**src/rtl/axi_llc_pkg.sv**
```systemverilog
// Shared types for the LLC tag scheduler. The BIST states exist only when
// AXI_LLC_TAG_SCHED_BIST_EN is defined.
package axi_llc_pkg;

    typedef enum logic [1:0] {
        Bist   = 2'd0,
        Flush  = 2'd1,
        Lookup = 2'd2
    } tag_mode_t;

`ifdef AXI_LLC_TAG_SCHED_BIST_EN
    typedef enum logic [1:0] {
        BIST_REQ  = 2'd0,
        BIST_WAIT = 2'd1,
        IDLE      = 2'd2,
        FLUSH     = 2'd3
    } state_e;

    localparam state_e ResetState = BIST_REQ;
`else
    typedef enum logic [0:0] {
        IDLE  = 1'b0,
        FLUSH = 1'b1
    } state_e;

    localparam state_e ResetState = IDLE;
`endif

endpackage

```
**src/rtl/axi_llc_tag_sched_if.sv**
```systemverilog
// Lookup-request and tag-store-request buses of the tag scheduler.
// slave = scheduler side, master = lookup source / tag store side.
interface axi_llc_tag_sched_if #(
    parameter int unsigned NumWays  = 8,
    parameter int unsigned NumLines = 256,
    parameter int unsigned TagW     = 20
) ();
    import axi_llc_pkg::*;

    localparam int unsigned IndexW = $clog2(NumLines);

    logic              lkp_valid_i;
    logic              lkp_ready_o;
    logic [IndexW-1:0] lkp_index_i;
    logic [TagW-1:0]   lkp_tag_i;
    logic              lkp_dirty_i;

    logic               req_valid_o;
    logic               req_ready_i;
    tag_mode_t          req_mode_o;
    logic [IndexW-1:0]  req_index_o;
    logic [TagW-1:0]    req_tag_o;
    logic               req_dirty_o;
    logic [NumWays-1:0] req_indicator_o;

    modport slave (
        input  lkp_valid_i, lkp_index_i, lkp_tag_i, lkp_dirty_i, req_ready_i,
        output lkp_ready_o, req_valid_o, req_mode_o, req_index_o, req_tag_o,
        output req_dirty_o, req_indicator_o
    );

    modport master (
        output lkp_valid_i, lkp_index_i, lkp_tag_i, lkp_dirty_i, req_ready_i,
        input  lkp_ready_o, req_valid_o, req_mode_o, req_index_o, req_tag_o,
        input  req_dirty_o, req_indicator_o
    );

endinterface

```
**src/rtl/axi_llc_tag_sched.sv**
```systemverilog
// LLC tag-store scheduler: BIST kick-off, lookup forwarding and way flushing.
// BIST support is compiled in with AXI_LLC_TAG_SCHED_BIST_EN.
module axi_llc_tag_sched #(
    parameter int unsigned NumWays  = 8,
    parameter int unsigned NumLines = 256,
    parameter int unsigned TagW     = 20
) (
    input  logic               clk_i,
    input  logic               rst_i,
    input  logic [NumWays-1:0] spm_lock_i,
    input  logic [NumWays-1:0] flushed_i,
    input  logic               flush_valid_i,
    output logic               flush_ready_o,
    input  logic [NumWays-1:0] flush_ways_i,
    output logic               flush_done_o,
    input  logic               bist_valid_i,
    input  logic [NumWays-1:0] bist_res_i,
    output logic               bist_done_o,
    output logic [NumWays-1:0] bist_fail_o,
    output logic               busy_o,
    axi_llc_tag_sched_if.slave bus
);
    import axi_llc_pkg::*;

    localparam int unsigned       IndexW  = $clog2(NumLines);
    localparam logic [IndexW-1:0] LastIdx = IndexW'(NumLines - 1);

    state_e             state_q, state_d;
    logic               req_valid_q, req_valid_d;
    tag_mode_t          req_mode_q, req_mode_d;
    logic [IndexW-1:0]  req_index_q, req_index_d;
    logic [TagW-1:0]    req_tag_q, req_tag_d;
    logic               req_dirty_q, req_dirty_d;
    logic [NumWays-1:0] req_ind_q, req_ind_d;
    logic               flush_done_q, flush_done_d;
    logic [IndexW-1:0]  cnt_q, cnt_d;
    logic               all_issued_q, all_issued_d;
    logic [NumWays-1:0] mask_q, mask_d;
    logic               prio_q, prio_d;

    logic               held_hs, can_load, lkp_ready, flush_ready;
    logic               ld_lkp, ld_flush, ld_bist;
    logic [NumWays-1:0] flush_mask;

`ifdef AXI_LLC_TAG_SCHED_BIST_EN
    logic               bist_done_q, bist_done_d;
    logic [NumWays-1:0] bist_fail_q, bist_fail_d;
`endif

    assign held_hs    = req_valid_q & bus.req_ready_i;
    assign can_load   = ~req_valid_q | bus.req_ready_i;
    assign flush_mask = flush_ways_i & ~spm_lock_i;

    always_comb begin
        state_d      = state_q;
        req_valid_d  = req_valid_q & ~held_hs;
        req_mode_d   = req_mode_q;
        req_index_d  = req_index_q;
        req_tag_d    = req_tag_q;
        req_dirty_d  = req_dirty_q;
        req_ind_d    = req_ind_q;
        flush_done_d = 1'b0;
        cnt_d        = cnt_q;
        all_issued_d = all_issued_q;
        mask_d       = mask_q;
        prio_d       = prio_q;
        lkp_ready    = 1'b0;
        flush_ready  = 1'b0;
        ld_lkp       = 1'b0;
        ld_flush     = 1'b0;
        ld_bist      = 1'b0;
`ifdef AXI_LLC_TAG_SCHED_BIST_EN
        bist_done_d  = bist_done_q;
        bist_fail_d  = bist_fail_q;
`endif

        case (state_q)
`ifdef AXI_LLC_TAG_SCHED_BIST_EN
            BIST_REQ: begin
                if (!req_valid_q)          ld_bist = 1'b1;
                else if (bus.req_ready_i)  state_d = BIST_WAIT;
            end
            BIST_WAIT: begin
                if (bist_valid_i) begin
                    bist_fail_d = bist_res_i;
                    bist_done_d = 1'b1;
                    state_d     = IDLE;
                end
            end
`endif
            IDLE: begin
                flush_ready = 1'b1;
                if (flush_valid_i) begin
                    mask_d       = flush_mask;
                    cnt_d        = '0;
                    all_issued_d = 1'b0;
                    prio_d       = 1'b0;
                    if (flush_mask == '0) flush_done_d = 1'b1;
                    else                  state_d      = FLUSH;
                end else begin
                    lkp_ready = can_load;
                    ld_lkp    = can_load & bus.lkp_valid_i;
                end
            end
            FLUSH: begin
                if (held_hs && req_mode_q == Flush && req_index_q == LastIdx) begin
                    flush_done_d = 1'b1;
                    state_d      = IDLE;
                end
                // Lookups get a slot right after a flush slot, or freely once all indices are out.
                lkp_ready = can_load & (prio_q | all_issued_q);
                if (lkp_ready && bus.lkp_valid_i) begin
                    ld_lkp = 1'b1;
                    prio_d = 1'b0;
                end else if (can_load && !all_issued_q) begin
                    ld_flush = 1'b1;
                    prio_d   = 1'b1;
                    if (cnt_q == LastIdx) all_issued_d = 1'b1;
                    else                  cnt_d        = cnt_q + IndexW'(1);
                end
            end
            default: state_d = ResetState;
        endcase

        if (ld_lkp) begin
            req_valid_d = 1'b1;
            req_mode_d  = Lookup;
            req_index_d = bus.lkp_index_i;
            req_tag_d   = bus.lkp_tag_i;
            req_dirty_d = bus.lkp_dirty_i;
            req_ind_d   = ~(spm_lock_i | flushed_i);
        end else if (ld_flush) begin
            req_valid_d = 1'b1;
            req_mode_d  = Flush;
            req_index_d = cnt_q;
            req_tag_d   = '0;
            req_dirty_d = 1'b0;
            req_ind_d   = mask_q;
        end else if (ld_bist) begin
            req_valid_d = 1'b1;
            req_mode_d  = Bist;
            req_index_d = '0;
            req_tag_d   = '0;
            req_dirty_d = 1'b0;
            req_ind_d   = '1;
        end
    end

    always_ff @(posedge clk_i) begin
        if (rst_i) begin
            state_q      <= ResetState;
            req_valid_q  <= 1'b0;
            req_mode_q   <= Lookup;
            req_index_q  <= '0;
            req_tag_q    <= '0;
            req_dirty_q  <= 1'b0;
            req_ind_q    <= '0;
            flush_done_q <= 1'b0;
            cnt_q        <= '0;
            all_issued_q <= 1'b0;
            mask_q       <= '0;
            prio_q       <= 1'b0;
        end else begin
            state_q      <= state_d;
            req_valid_q  <= req_valid_d;
            req_mode_q   <= req_mode_d;
            req_index_q  <= req_index_d;
            req_tag_q    <= req_tag_d;
            req_dirty_q  <= req_dirty_d;
            req_ind_q    <= req_ind_d;
            flush_done_q <= flush_done_d;
            cnt_q        <= cnt_d;
            all_issued_q <= all_issued_d;
            mask_q       <= mask_d;
            prio_q       <= prio_d;
        end
    end

`ifdef AXI_LLC_TAG_SCHED_BIST_EN
    always_ff @(posedge clk_i) begin
        if (rst_i) begin
            bist_done_q <= 1'b0;
            bist_fail_q <= '0;
        end else begin
            bist_done_q <= bist_done_d;
            bist_fail_q <= bist_fail_d;
        end
    end

    assign bist_done_o = bist_done_q;
    assign bist_fail_o = bist_fail_q;
`else
    logic unused_bist;
    assign unused_bist = ^{bist_valid_i, bist_res_i};
    assign bist_done_o = 1'b1;
    assign bist_fail_o = '0;
`endif

    assign bus.lkp_ready_o     = lkp_ready;
    assign bus.req_valid_o     = req_valid_q;
    assign bus.req_mode_o      = req_mode_q;
    assign bus.req_index_o     = req_index_q;
    assign bus.req_tag_o       = req_tag_q;
    assign bus.req_dirty_o     = req_dirty_q;
    assign bus.req_indicator_o = req_ind_q;
    assign flush_ready_o       = flush_ready;
    assign flush_done_o        = flush_done_q;
    assign busy_o              = (state_q != IDLE) | req_valid_q;

endmodule

```
**src/flat_wrapper.sv**
```systemverilog
// flat-port wrapper written by rule: the top's interface ports become plain ports
module axi_llc_tag_sched_flat import axi_llc_pkg::*;
#(
    parameter int unsigned NumWays  = 8,
    parameter int unsigned NumLines = 256,
    parameter int unsigned TagW     = 20
)
  (clk_i, rst_i, spm_lock_i, flushed_i, flush_valid_i, flush_ready_o, flush_ways_i, flush_done_o, bist_valid_i, bist_res_i, bist_done_o, bist_fail_o, busy_o, bus_lkp_valid_i, bus_lkp_index_i, bus_lkp_tag_i, bus_lkp_dirty_i, bus_req_ready_i, bus_lkp_ready_o, bus_req_valid_o, bus_req_mode_o, bus_req_index_o, bus_req_tag_o, bus_req_dirty_o, bus_req_indicator_o);
  axi_llc_tag_sched_if #(.NumWays(NumWays), .NumLines(NumLines), .TagW(TagW)) bus_i ();
  input  logic clk_i;
  input  logic rst_i;
  input  logic [NumWays-1:0] spm_lock_i;
  input  logic [NumWays-1:0] flushed_i;
  input  logic flush_valid_i;
  output logic flush_ready_o;
  input  logic [NumWays-1:0] flush_ways_i;
  output logic flush_done_o;
  input  logic bist_valid_i;
  input  logic [NumWays-1:0] bist_res_i;
  output logic bist_done_o;
  output logic [NumWays-1:0] bist_fail_o;
  output logic busy_o;
  input wire logic [$bits(bus_i.lkp_valid_i)-1:0] bus_lkp_valid_i;
  input wire logic [$bits(bus_i.lkp_index_i)-1:0] bus_lkp_index_i;
  input wire logic [$bits(bus_i.lkp_tag_i)-1:0] bus_lkp_tag_i;
  input wire logic [$bits(bus_i.lkp_dirty_i)-1:0] bus_lkp_dirty_i;
  input wire logic [$bits(bus_i.req_ready_i)-1:0] bus_req_ready_i;
  output wire logic [$bits(bus_i.lkp_ready_o)-1:0] bus_lkp_ready_o;
  output wire logic [$bits(bus_i.req_valid_o)-1:0] bus_req_valid_o;
  output wire logic [$bits(bus_i.req_mode_o)-1:0] bus_req_mode_o;
  output wire logic [$bits(bus_i.req_index_o)-1:0] bus_req_index_o;
  output wire logic [$bits(bus_i.req_tag_o)-1:0] bus_req_tag_o;
  output wire logic [$bits(bus_i.req_dirty_o)-1:0] bus_req_dirty_o;
  output wire logic [$bits(bus_i.req_indicator_o)-1:0] bus_req_indicator_o;
  assign bus_i.lkp_valid_i = bus_lkp_valid_i;
  assign bus_i.lkp_index_i = bus_lkp_index_i;
  assign bus_i.lkp_tag_i = bus_lkp_tag_i;
  assign bus_i.lkp_dirty_i = bus_lkp_dirty_i;
  assign bus_i.req_ready_i = bus_req_ready_i;
  assign bus_lkp_ready_o = bus_i.lkp_ready_o;
  assign bus_req_valid_o = bus_i.req_valid_o;
  assign bus_req_mode_o = bus_i.req_mode_o;
  assign bus_req_index_o = bus_i.req_index_o;
  assign bus_req_tag_o = bus_i.req_tag_o;
  assign bus_req_dirty_o = bus_i.req_dirty_o;
  assign bus_req_indicator_o = bus_i.req_indicator_o;
  axi_llc_tag_sched #(.NumWays(NumWays), .NumLines(NumLines), .TagW(TagW)) u_core (.clk_i(clk_i), .rst_i(rst_i), .spm_lock_i(spm_lock_i), .flushed_i(flushed_i), .flush_valid_i(flush_valid_i), .flush_ready_o(flush_ready_o), .flush_ways_i(flush_ways_i), .flush_done_o(flush_done_o), .bist_valid_i(bist_valid_i), .bist_res_i(bist_res_i), .bist_done_o(bist_done_o), .bist_fail_o(bist_fail_o), .busy_o(busy_o), .bus(bus_i));
endmodule
```
**config.mk**
```make
export PLATFORM = sky130hd
export DESIGN_NAME = axi_llc_tag_sched_flat
export DESIGN_NICKNAME = d
export VERILOG_FILES = /design/src/rtl/axi_llc_pkg.sv /design/src/rtl/axi_llc_tag_sched_if.sv /design/src/rtl/axi_llc_tag_sched.sv /design/src/flat_wrapper.sv
export SDC_FILE = /design/constraint.sdc
export NUM_CORES = 1
export LEC_CHECK = 0
export BUFFER_PORTS_ARGS = -buffer_cell sky130_fd_sc_hd__buf_2
export CELL_PAD_IN_SITES_DETAIL_PLACEMENT = 1
export CELL_PAD_IN_SITES_GLOBAL_PLACEMENT = 2
export CORE_UTILIZATION = 28
export DETAILED_ROUTE_END_ITERATION = 8
export HOLD_SLACK_MARGIN = 0.1
export PLACE_DENSITY = 0.92
export SYNTH_ARGS = -nofsm -noshare
export SYNTH_HDL_FRONTEND = slang
export SYNTH_SLANG_ARGS = --single-unit
```
**constraint.sdc**
```tcl
create_clock -name clk_i -period 3.65 [get_ports clk_i]
set_input_delay 0.1825 -clock clk_i [delete_from_list [all_inputs] [get_ports clk_i]]
set_output_delay 0.1825 -clock clk_i [all_outputs]
set_load 0.005 [all_outputs]
```
==> results of run 1 <==
## timing repair
action                                  CTS  global route
endpoints found under the setup margin    0             0
hold endpoints to repair                 20             0
hold buffers                             20             0
## registers in the layout, indices dropped and copies added (netlist names), 2 cells and up
signal                      count
u_core.bus.req_tag_o           20
u_core.bus.req_index_o          8
u_core.bus.req_indicator_o      8
u_core.cnt_q                    8
u_core.mask_q                   8
u_core.bus.req_mode_o           2
## metrics by stage
stage                     hold WS (ns)  instance area (µm²)  cells
after CTS                        0.122                 3610    559
after global routing             0.119                 3610    559
final                            0.127                 3610    559
after global placement           0.429                 3240    523
after floorplan                  0.323                 2730    321
after detailed placement         0.435                 3240    523
## layout make-up
class / instances / area share [%]
Inverter: 5 / 0.520
Sequential cell: 60 / 33.3
Tap cell: 129 / 4.47
Clock buffer: 11 / 3.92
Timing Repair Buffer: 126 / 20.6
Multi-Input combinational cell: 223 / 36.5
Clock inverter: 5 / 0.763
## synthesized netlist by cell type (2+ instances only)
cell / count
dfxtp_1: 60
nand2_1: 44
a21oi_1: 35
o21ai_0: 21
nor4_1: 14
nor2b_1: 11
and3_1: 10
buf_4: 9
clkbuf_1: 9
a211o_1: 8
a221o_1: 8
buf_2: 8
nand3_1: 8
and2_1: 7
nor2_1: 7
inv_1: 5
nor3_1: 5
nand2b_1: 4
buf_1: 3
buf_6: 3
nand4_1: 3
a22oi_1: 2
a31oi_1: 2
conb_1: 2
o2111a_1: 2
o2111ai_1: 2
or3_1: 2
## cell families (layout without fill, tap and decap cells)
logic type                 after synthesis  after routing  synth area share [%]
and+or+nand+nor                        121            121                  24.0
buffers and inverters                   38            147                  7.79
muxes                                    1              1                 0.371
adders and majority gates                1              1                 0.464
AOI/OAI and AO/OA                       91             91                  22.6
DFF                                     60             60                  44.5
other                                    2              9                 0.278
## path summary, 6_finish.rpt
path	start	to	depth (start not counted)
worst min-delay path	bus_lkp_tag_i[8]	u_core.bus.req_tag_o[8]	3
worst max-delay path	u_core.state_q	u_core.bus.req_tag_o[8]	6
worst min register to register	u_core.mask_q[6]	u_core.mask_q[6]	2
worst max register to register	u_core.state_q	u_core.bus.req_tag_o[8]	6
## critical path: stages, from the launching register on
cell and delay [ns]:
dfxtp_1 0.62, nand2b_1 0.17, buf_4 0.23, o2111a_1 0.53
buf_4 0.31, nand2_1 0.10, a21oi_1 0.15
## where the power goes
part | leakage [nW] | switching (mW) | internal, mW
Clock | 0.0889 | 0.270 | 0.260
Sequential | 0.489 | 0.0253 | 0.688
Combinational | 1.04 | 0.131 | 0.101
## per-layer routing
layer	track usage [%]	vias to the layer above	part of all wire [%]
li1	-	1338	-
met1	22.1	1368	43
met2	32.3	63	52
met3	2.79	12	2.9
met4	7.69	0	1.8
met5	0	-	0
==> summary.txt, run 1 <==
Run status
  • Status: finished, final reports clean

Synth
  • Mean cell area of the mapped netlist: 8.60 µm²
  • Post-Synthesis Cells: 314
  • Synth warn: 0
  • Cell Area, Synth: 2700 µm²
  • Ys flop type: dfxtp_1
  • Area contributors post-synth: dfxtp_1 45%, a21oi_1 6.5%, nand2_1 6.1%
  • Synth area leader: dfxtp_1
  • Post-synth EDFFs: 0
  • Post-synth top area share: 44.5%
  • Async set-reset flop share out of synthesis: 0%
  • Register area share after synthesis: 44.5%
  • Synth Register Bits: 60
  • Yosys cell types: 47

Global routing
  • First-pass GRT wire length: 14400 µm
  • Gr ovfl total: 0
  • Largest net degree at the start of global routing: 37
  • Initial antenna violation count: 0
  • Gr usage total: 18.3%
  • Vias in the first global route: 2919

Finish
  • Area of the multi-input gates: 1320 µm²
  • Fin util: 38.9%
  • Antenna Cells: 0
  • P&R area growth vs syn: 33.8%
  • Number of fill cells: 1165
  • Share of cells above drive strength 1: 30.2%
  • Leading cell type in the layout, fill and taps excluded: buf_2
  • Commonest non-fill, non-tap cells in the layout: 101 x buf_2, 60 x dfxtp_1, 44 x nand2_1
  • Reg area: 1200 µm²
  • Nets: 493

Pwr
  • LEAKAGE: 1.61 nW
  • Worst VDD drop: 0.245 mV
  • Tot Pwr: 1.48 mW
  • P per Cell Area: 409 nW/µm²

Placement
  • Final HPWL DP: 5970 µm
  • RePlAce Congestion: 0.822
  • Place WS: 1.45 ns
  • PortBufs: 101

Drt
  • Avg Vias per Cell: 4.97
  • DRT antenna net count: 0
  • TritonRoute pass-1 iters: 4
  • Wire length per cell: 15.7 µm
  • Routed vias: 2781
  • Post-route DRC: 0
  • Drt total wl: 8800 µm
  • Initial detailed-routing violation count: 130

Clock network
  • CTS Buf Count: 9
  • Clock transition at the registers of the reported paths: 0.07 ns
  • Post-CTS sizing: 0
  • CTS sink cnt: 60
  • Post-CTS setup buffers: 0
  • CTS tree: yes
  • Later-pin clock latency in the skew report: 0.34 ns
  • Bufs on Longest Clock Path: 2
  • Clock Tree Root: clkbuf_8
  • CTS H-tree depth: 3

STA
  • Final setup TNS: 0 ns
  • Worst Skew: 0.00388 ns
  • Tmin final: 2.18 ns
  • Final Setup Violations: 0
  • Slew @ Worst Pin: 0.897 ns
  • Peak Freq: 459 MHz
  • Final Hold Fails: 0
  • Slew headroom: 40.0%
  • RSZ-0062 raised after global routing: false
  • Pins Over Slew Limit: 0
  • Final Cycle Share: 59.6%
  • PnR worst setup slack: 1.47 ns

Floorplan
  • Die width: 100 µm
  • Core Rows: 35
  • Die area: 10000 µm²
  • Chip Height: 100 µm
  • Area of the core: 9280 µm²
  • IO Count: 120
  • Initial Util: 29.1%

Setup path
  • Crit Path Class: register to register
  • Crit-path max FO: 17
  • CP Data Required Time: 3.92 ns
  • R2r setup slk: 1.47 ns
  • Critical Path End Type: register
  • Setup crit start kind: register
  • Data arrival time of the worst path: 2.45 ns

Run
  • Max-Cap Viols: 0

Hold path
  • Worst min path class: input pin to register
Note: power is estimated with default switching activity, not from simulation.
==> run 2: changes to the inputs <==
ABC_AREA = 1   (was default)
CORE_UTILIZATION = 22   (was 28)
PLACE_DENSITY = 0.82   (was 0.92)
clock period = 2 ns   (was 3.65 ns; I/O delays follow)
==> run 2 against run 1 <==
Effect of this change: via count increased by 14%; sequential cell count stayed put; clock skew is 0.0021 ns higher; hold slack got worse by 0.012 ns; non-clock buffer count rose by 16; core utilization fell by 7.2 points; critical path type is now register to output port; final cell count up 34%; die area is 39% higher.
==> summary.txt, run 2 <==
Pwr
  • LEAKAGE: 1.99 nW (+23%)
  • Clock power share: 42.2% (+6.3 points)
  • Sequential share of power: 40.0% (-8.3 points)
  • P_int: 2.42 mW (+130%)
  • Logic pwr share: 17.8% (+2.1 points)
  • P per Cell Area: 793 nW/µm² (+94%)
  • Worst VDD drop: 0.376 mV (+54%)
  • Tot Pwr: 3.32 mW (+120%)
  • Switching share of total power: 27.2% (-1.8 points)
  • P_sw: 0.901 mW (+110%)

Drt
  • DRT antenna net count: 0 (unchanged)
  • Wire length per cell: 13.2 µm (-16%)
  • TritonRoute pass-1 iters: 4 (unchanged)
  • Routed vias: 3170 (+14%)
  • Drt total wl: 9900 µm (+13%)
  • Avg Vias per Cell: 4.23 (-15%)
  • Initial detailed-routing violation count: 133 (+2.3%)
  • Post-route DRC: 0 (unchanged)

Synth
  • Register area share after synthesis: 40.5% (-4.0 points)
  • Post-synth top area share: 40.5% (-4.0 points)
  • Cell with the most instances after synthesis: nand2_1
  • Cell Area, Synth: 2960 µm² (+9.8%)
  • Synth Register Bits: 60 (unchanged)
  • Synth warn: 0 (unchanged)
  • Post-Synthesis Cells: 438 (+39%)
  • Post-synth EDFFs: 0 (unchanged)
  • Yosys cell types: 26 (-45%)
  • Ys flop type: dfxtp_1
  • Area contributors post-synth: dfxtp_1 41%, nand2_1 15%, nor2_1 9.8%
  • Async set-reset flop share out of synthesis: 0% (unchanged)
  • Synth area leader: dfxtp_1
  • Mean cell area of the mapped netlist: 6.77 µm² (-21%)
  • Synth top cells by count: 118 x nand2_1, 77 x nor2_1, 60 x dfxtp_1

Floorplan
  • Chip Height: 118 µm (+18%)
  • Die width: 118 µm (+18%)
  • IO Count: 120 (unchanged)
  • Die area: 13900 µm² (+39%)
  • Area of the core: 13200 µm² (+42%)
  • Initial Util: 22.5% (-6.6 points)
  • Core Rows: 42 (+20%)

Clock network
  • Clock transition at the registers of the reported paths: 0.05 ns (-0.02 ns)
  • Post-CTS setup buffers: 0 (unchanged)
  • CTS H-tree depth: 3 (unchanged)
  • Clock Tree Root: clkbuf_16
  • CTS Buf Count: 9 (unchanged)
  • CTS sink cnt: 60 (unchanged)
  • Later-pin clock latency in the skew report: 0.33 ns (about the same)
  • Bufs on Longest Clock Path: 2 (unchanged)
  • CTS tree: yes

Finish
  • P&R area growth vs syn: 41.1%
  • Nets: 637 (+29%)
  • Share of cells above drive strength 1: 24.4% (-5.8 points)
  • Reg area: 1200 µm² (+0.10%)
  • Largest register FFs: 20 (unchanged)
  • Antenna Cells: 0 (unchanged)
  • Commonest non-fill, non-tap cells in the layout: 118 x nand2_1, 101 x buf_2, 77 x nor2_1
  • Non-filler cells in the finished layout: 749 (+34%)
  • Leading cell type in the layout, fill and taps excluded: nand2_1
  • Area of the multi-input gates: 1380 µm² (+4.9%)
  • Number of fill cells: 1677 (+44%)
  • Fin util: 31.7% (-7.2 points)
  • Final std cell area, no fill: 4180 µm² (+16%)

Run status
  • Status: finished, final reports clean

STA
  • Peak Freq: 579 MHz
  • Pins Over Slew Limit: 0 (unchanged)
  • Final Hold Fails: 0 (unchanged)
  • RSZ-0062 raised after global routing: false
  • Slew @ Worst Pin: 0.604 ns (-0.293 ns)
  • Worst Skew: 0.00596 ns (+0.00208 ns)
  • Final Cycle Share: 86.4%
  • Final setup TNS: 0 ns (unchanged)
  • Final Setup Violations: 0 (unchanged)
  • Worst hold slack: 0.115 ns (-0.0119 ns)
  • Tmin final: 1.73 ns
  • PnR worst setup slack: 0.271 ns (-1.20 ns)
  • Slew headroom: 59.7% (+20 points)

Global routing
  • Gr ovfl total: 0 (unchanged)
  • Largest net degree at the start of global routing: 43 (+16%)
  • Vias in the first global route: 3382 (+16%)
  • First-pass GRT wire length: 16500 µm (+14%)
  • Gr usage total: 15.0% (-3.3 points)
  • Initial antenna violation count: 0 (unchanged)

Placement
  • Place WS: 0.256 ns (-1.19 ns)
  • PortBufs: 101 (unchanged)
  • Final HPWL DP: 7040 µm (+18%)
  • Placed instance area: 3570 µm² (+10%)
  • RePlAce Congestion: 0.814 (-0.96%)
  • DP Cell Count: 700 (+34%)

Run
  • Max-Cap Viols: 0 (unchanged)

Setup path
  • Data arrival time of the worst path: 1.63 ns (-0.82 ns)
  • Critical Path End Type: output port
  • Crit-path max FO: 17 (unchanged)
  • Setup crit start kind: register
  • Crit Path Class: register to output port
  • CP Data Required Time: 1.90 ns (-2.02 ns)

Hold path
  • Worst min path class: input pin to register
==> run 2: what timing repair did <==
action | CTS | global route
hold buffers | 34 | 0
setup endpoints to repair | 0 | 1
hold endpoints to repair | 29 | 0
gates resized for setup | 0 | 1
==> run 2: worst max-delay path, stage by stage, from the launching register on <==
cell and delay (ns):
dfxtp_2 0.46, inv_2 0.12, nand2_2 0.16, buf_4 0.25, and3_1 0.20, buf_2 0.12
==> run 2: power by group through the flow <==
| stage | sequential (mW) | clock [mW] | combinational [mW] |
|---|---|---|---|
| 6_report | 1.33 | 1.40 | 0.590 |
| 5_1_grt | 1.34 | 1.49 | 0.664 |
| 4_1_cts | 1.33 | 1.44 | 0.593 |
| 3_5_place_dp | 1.35 | 0 | 0.539 |
| 3_3_place_gp | 1.35 | 0 | 0.523 |
| 2_1_floorplan | 1.34 | 0 | 0.358 |
==> run 2: cell type report <==
class,count,area share (%)
Inverter,52,4.73
Sequential cell,60,28.7
Tap cell,176,5.26
Multi-Input combinational cell,304,33.0
Timing Repair Buffer,142,21.8
Clock buffer,13,6.22
Clock inverter,2,0.239
==> run 2: final timing paths <==
| kind | from | endpoint | slack, ns | cells after the start |
|---|---|---|---|---|
| max | u_core.state_q | bus_lkp_ready_o | 0.27 | 5 |
| min | spm_lock_i[2] | u_core.mask_q[2] | 0.12 | 4 |
| max reg2reg | u_core.bus.req_valid_o | u_core.bus.req_tag_o[6] | 0.42 | 7 |
| min reg2reg | u_core.bus.req_tag_o[17] | u_core.bus.req_tag_o[17] | 0.46 | 2 |
==> run 2: layer usage <==
layer | up-vias | share of wire [%] | GRT usage [%] | wire, µm
met3 | 9 | 3.3 | 3.44 | 325
li1 | 1615 | - | - | -
met4 | 0 | 1.6 | 6.25 | 155
met5 | - | 0 | 0 | 0
met1 | 1492 | 46 | 18.3 | 4550
met2 | 54 | 49 | 25.4 | 4870
==> run 2: kinds of logic after synthesis <==
group / Yosys count / synth area share (%)
buffers and inverters: 81 / 13.8
and+or+nand+nor: 239 / 35.7
AOI/OAI and AO/OA: 55 / 9.37
adders and majority gates: 1 / 0.422
other: 2 / 0.253
DFF: 60 / 40.5
==> run 3: changes to the inputs <==
RECOVER_POWER = 100   (was default)
==> run 3 against run 2 <==
Effect of this change: sequential share of layout area is 0.28 points higher; first-iteration DRC count fell by 11%; sequential power about the same; core utilization shrank 0.30 points; clock power about the same; design area shrank 0.96%; count of clock-buffer cells in the layout unchanged; power fell by 0.43%; routed wire length hardly changed; combinational power down 2%; non-clock buffer count stayed put; largest cell class unchanged.
==> summary.txt, run 3 (synthesized netlist as in run 2, its figures left out) <==
STA
  • Tmin final: 1.81 ns (+0.0862 ns)
  • Peak Freq: 551 MHz (-4.8%)
  • Final setup TNS: 0 ns (unchanged)
  • PnR worst setup slack: 0.185 ns (-0.0862 ns)
  • Final Hold Fails: 0 (unchanged)
  • Slew @ Worst Pin: 0.607 ns (+0.00278 ns)
  • Pins Over Slew Limit: 0 (unchanged)
  • Worst hold slack: 0.116 ns (+0.000342 ns)
  • Slew headroom: 59.5% (-0.19 points)
  • Final Setup Violations: 0 (unchanged)
  • Final Cycle Share: 90.7% (+4.3 points)
  • RSZ-0062 raised after global routing: false
  • Worst Skew: 0.00481 ns (-0.00115 ns)

Clock network
  • CTS H-tree depth: 3 (unchanged)
  • Later-pin clock latency in the skew report: 0.33 ns (about the same)
  • Clock Tree Root: clkbuf_16
  • Bufs on Longest Clock Path: 2 (unchanged)
  • Clock transition at the registers of the reported paths: 0.05 ns (about the same)
  • CTS Buf Count: 9 (unchanged)
  • CTS tree: yes
  • CTS sink cnt: 60 (unchanged)
  • Post-CTS setup buffers: 0 (unchanged)

Finish
  • Share of cells above drive strength 1: 20.1% (-4.4 points)
  • Fin util: 31.4% (-0.30 points)
  • Antenna Cells: 0 (unchanged)
  • Reg area: 1200 µm² (unchanged)
  • Number of fill cells: 1681 (+0.24%)
  • Nets: 637 (unchanged)
  • P&R area growth vs syn: 39.8%
  • Commonest non-fill, non-tap cells in the layout: 119 x nand2_1, 81 x buf_2, 77 x nor2_1
  • Largest register FFs: 20 (unchanged)
  • Non-filler cells in the finished layout: 749 (unchanged)
  • Area of the multi-input gates: 1370 µm² (-0.54%)
  • Leading cell type in the layout, fill and taps excluded: nand2_1
  • Final std cell area, no fill: 4140 µm² (-0.96%)

Drt
  • Avg Vias per Cell: 4.25 (+0.35%)
  • Drt total wl: 9890 µm (about the same)
  • DRT antenna net count: 0 (unchanged)
  • TritonRoute pass-1 iters: 4 (unchanged)
  • Initial detailed-routing violation count: 118 (-11%)
  • Wire length per cell: 13.2 µm (about the same)
  • Routed vias: 3181 (+0.35%)
  • Post-route DRC: 0 (unchanged)

Floorplan
  • Core Rows: 42 (unchanged)
  • Chip Height: 118 µm (unchanged)
  • Area of the core: 13200 µm² (unchanged)
  • IO Count: 120 (unchanged)
  • Initial Util: 22.5% (unchanged)
  • Die width: 118 µm (unchanged)
  • Die area: 13900 µm² (unchanged)

Setup path
  • Worst r2r src: u_core.state_q
  • Crit Path Class: register to output port
  • CP Data Required Time: 1.90 ns (about the same)
  • R2r setup slk: 0.36 ns (-0.06 ns)
  • Critical Path End Type: output port
  • Crit-path max FO: 17 (unchanged)
  • Data arrival time of the worst path: 1.71 ns (+0.08 ns)
  • Worst path cell trace: inv_1, nand2_2, buf_4, and3_1, buf_2
  • Crit path from: u_core.state_q
  • Reg2reg path depth: 7 (unchanged)
  • Slowest CP cell: dfxtp_2
  • RR Endpoint: u_core.bus.req_tag_o[8]
  • Setup crit end: bus_lkp_ready_o
  • Setup crit start kind: register
  • Largest stage delay, worst path: 0.46 ns (about the same)

Global routing
  • Initial antenna violation count: 0 (unchanged)
  • Gr ovfl total: 0 (unchanged)
  • Vias in the first global route: 3382 (unchanged)
  • Gr usage total: 15.0% (unchanged)
  • First-pass GRT wire length: 16500 µm (unchanged)
  • Largest net degree at the start of global routing: 43 (unchanged)

Placement
  • Final HPWL DP: 7040 µm (unchanged)
  • PortBufs: 101 (unchanged)
  • Place WS: 0.256 ns (unchanged)
  • Placed instance area: 3570 µm² (unchanged)
  • DP Cell Count: 700 (unchanged)
  • RePlAce Congestion: 0.814 (unchanged)

Pwr
  • Tot Pwr: 3.30 mW (-0.43%)
  • P per Cell Area: 797 nW/µm² (+0.53%)
  • LEAKAGE: 1.90 nW (-4.4%)
  • Worst VDD drop: 0.376 mV (-0.10%)

Run
  • Max-Cap Viols: 0 (unchanged)

Run status
  • Status: finished, final reports clean

Hold path
  • Worst min path class: input pin to register
run 3: cell count changes in the layout (fill, tap and decap cells not counted):
cell	change
buf_2	-20
buf_4	-2
nand2_4	-1
clkbuf_1	+22
inv_1	+2
nand2_1	+1
inv_2	-2
run 3: worst max-delay path: cells and delay by family, from the launching register on:
kind	cells	cell delay, ns
simple gates	2	0.38
flops	1	0.46
buf+inv	3	0.55
run 3: per-layer routing:
layer / vias up / global-route usage [%] / part of all wire [%]
li1: 1615 / - / -
met1: 1500 / 18.3 / 46
met2: 55 / 25.4 / 49
met3: 11 / 3.44 / 3.2
met4: 0 / 6.25 / 1.9
met5: - / 0 / 0
run 3: report_power, final:
group	internal (mW)	leakage (nW)	switching, mW	total (mW)
Sequential	1.28	0.491	0.0526	1.33
Clock	0.893	0.135	0.504	1.40
Combinational	0.238	1.27	0.340	0.577
run 3: timing repair:
item                       in CTS  in global routing
hold endpoints to repair       29                  0
setup endpoints to repair       0                  1
hold buffers                   34                  0
gates resized for setup         0                  1
run 3: cell type report:
type                       instances  area share, %
multi-input combinational        304           33.2
tap                              176           5.32
inverter                          52           4.77
clock buffer                      13           6.28
sequential                        60           29.0
clock inverter                     2          0.242
timing repair buffer             142           21.2
run 3: worst min-delay path by stage:
| stage | end | depth (start not counted) | slack, ns | from |
|---|---|---|---|---|
| floorplan | u_core.bus.req_dirty_o | 2 | 0.25 | bus_lkp_dirty_i |
| global placement | u_core.bus.req_tag_o[19] | 3 | 0.36 | bus_lkp_tag_i[19] |
| detailed placement | u_core.bus.req_tag_o[2] | 3 | 0.36 | bus_lkp_tag_i[2] |
| CTS | u_core.mask_q[3] | 4 | 0.11 | spm_lock_i[3] |
| global route | u_core.mask_q[3] | 4 | 0.12 | spm_lock_i[3] |
| finish | u_core.mask_q[2] | 4 | 0.12 | spm_lock_i[2] |
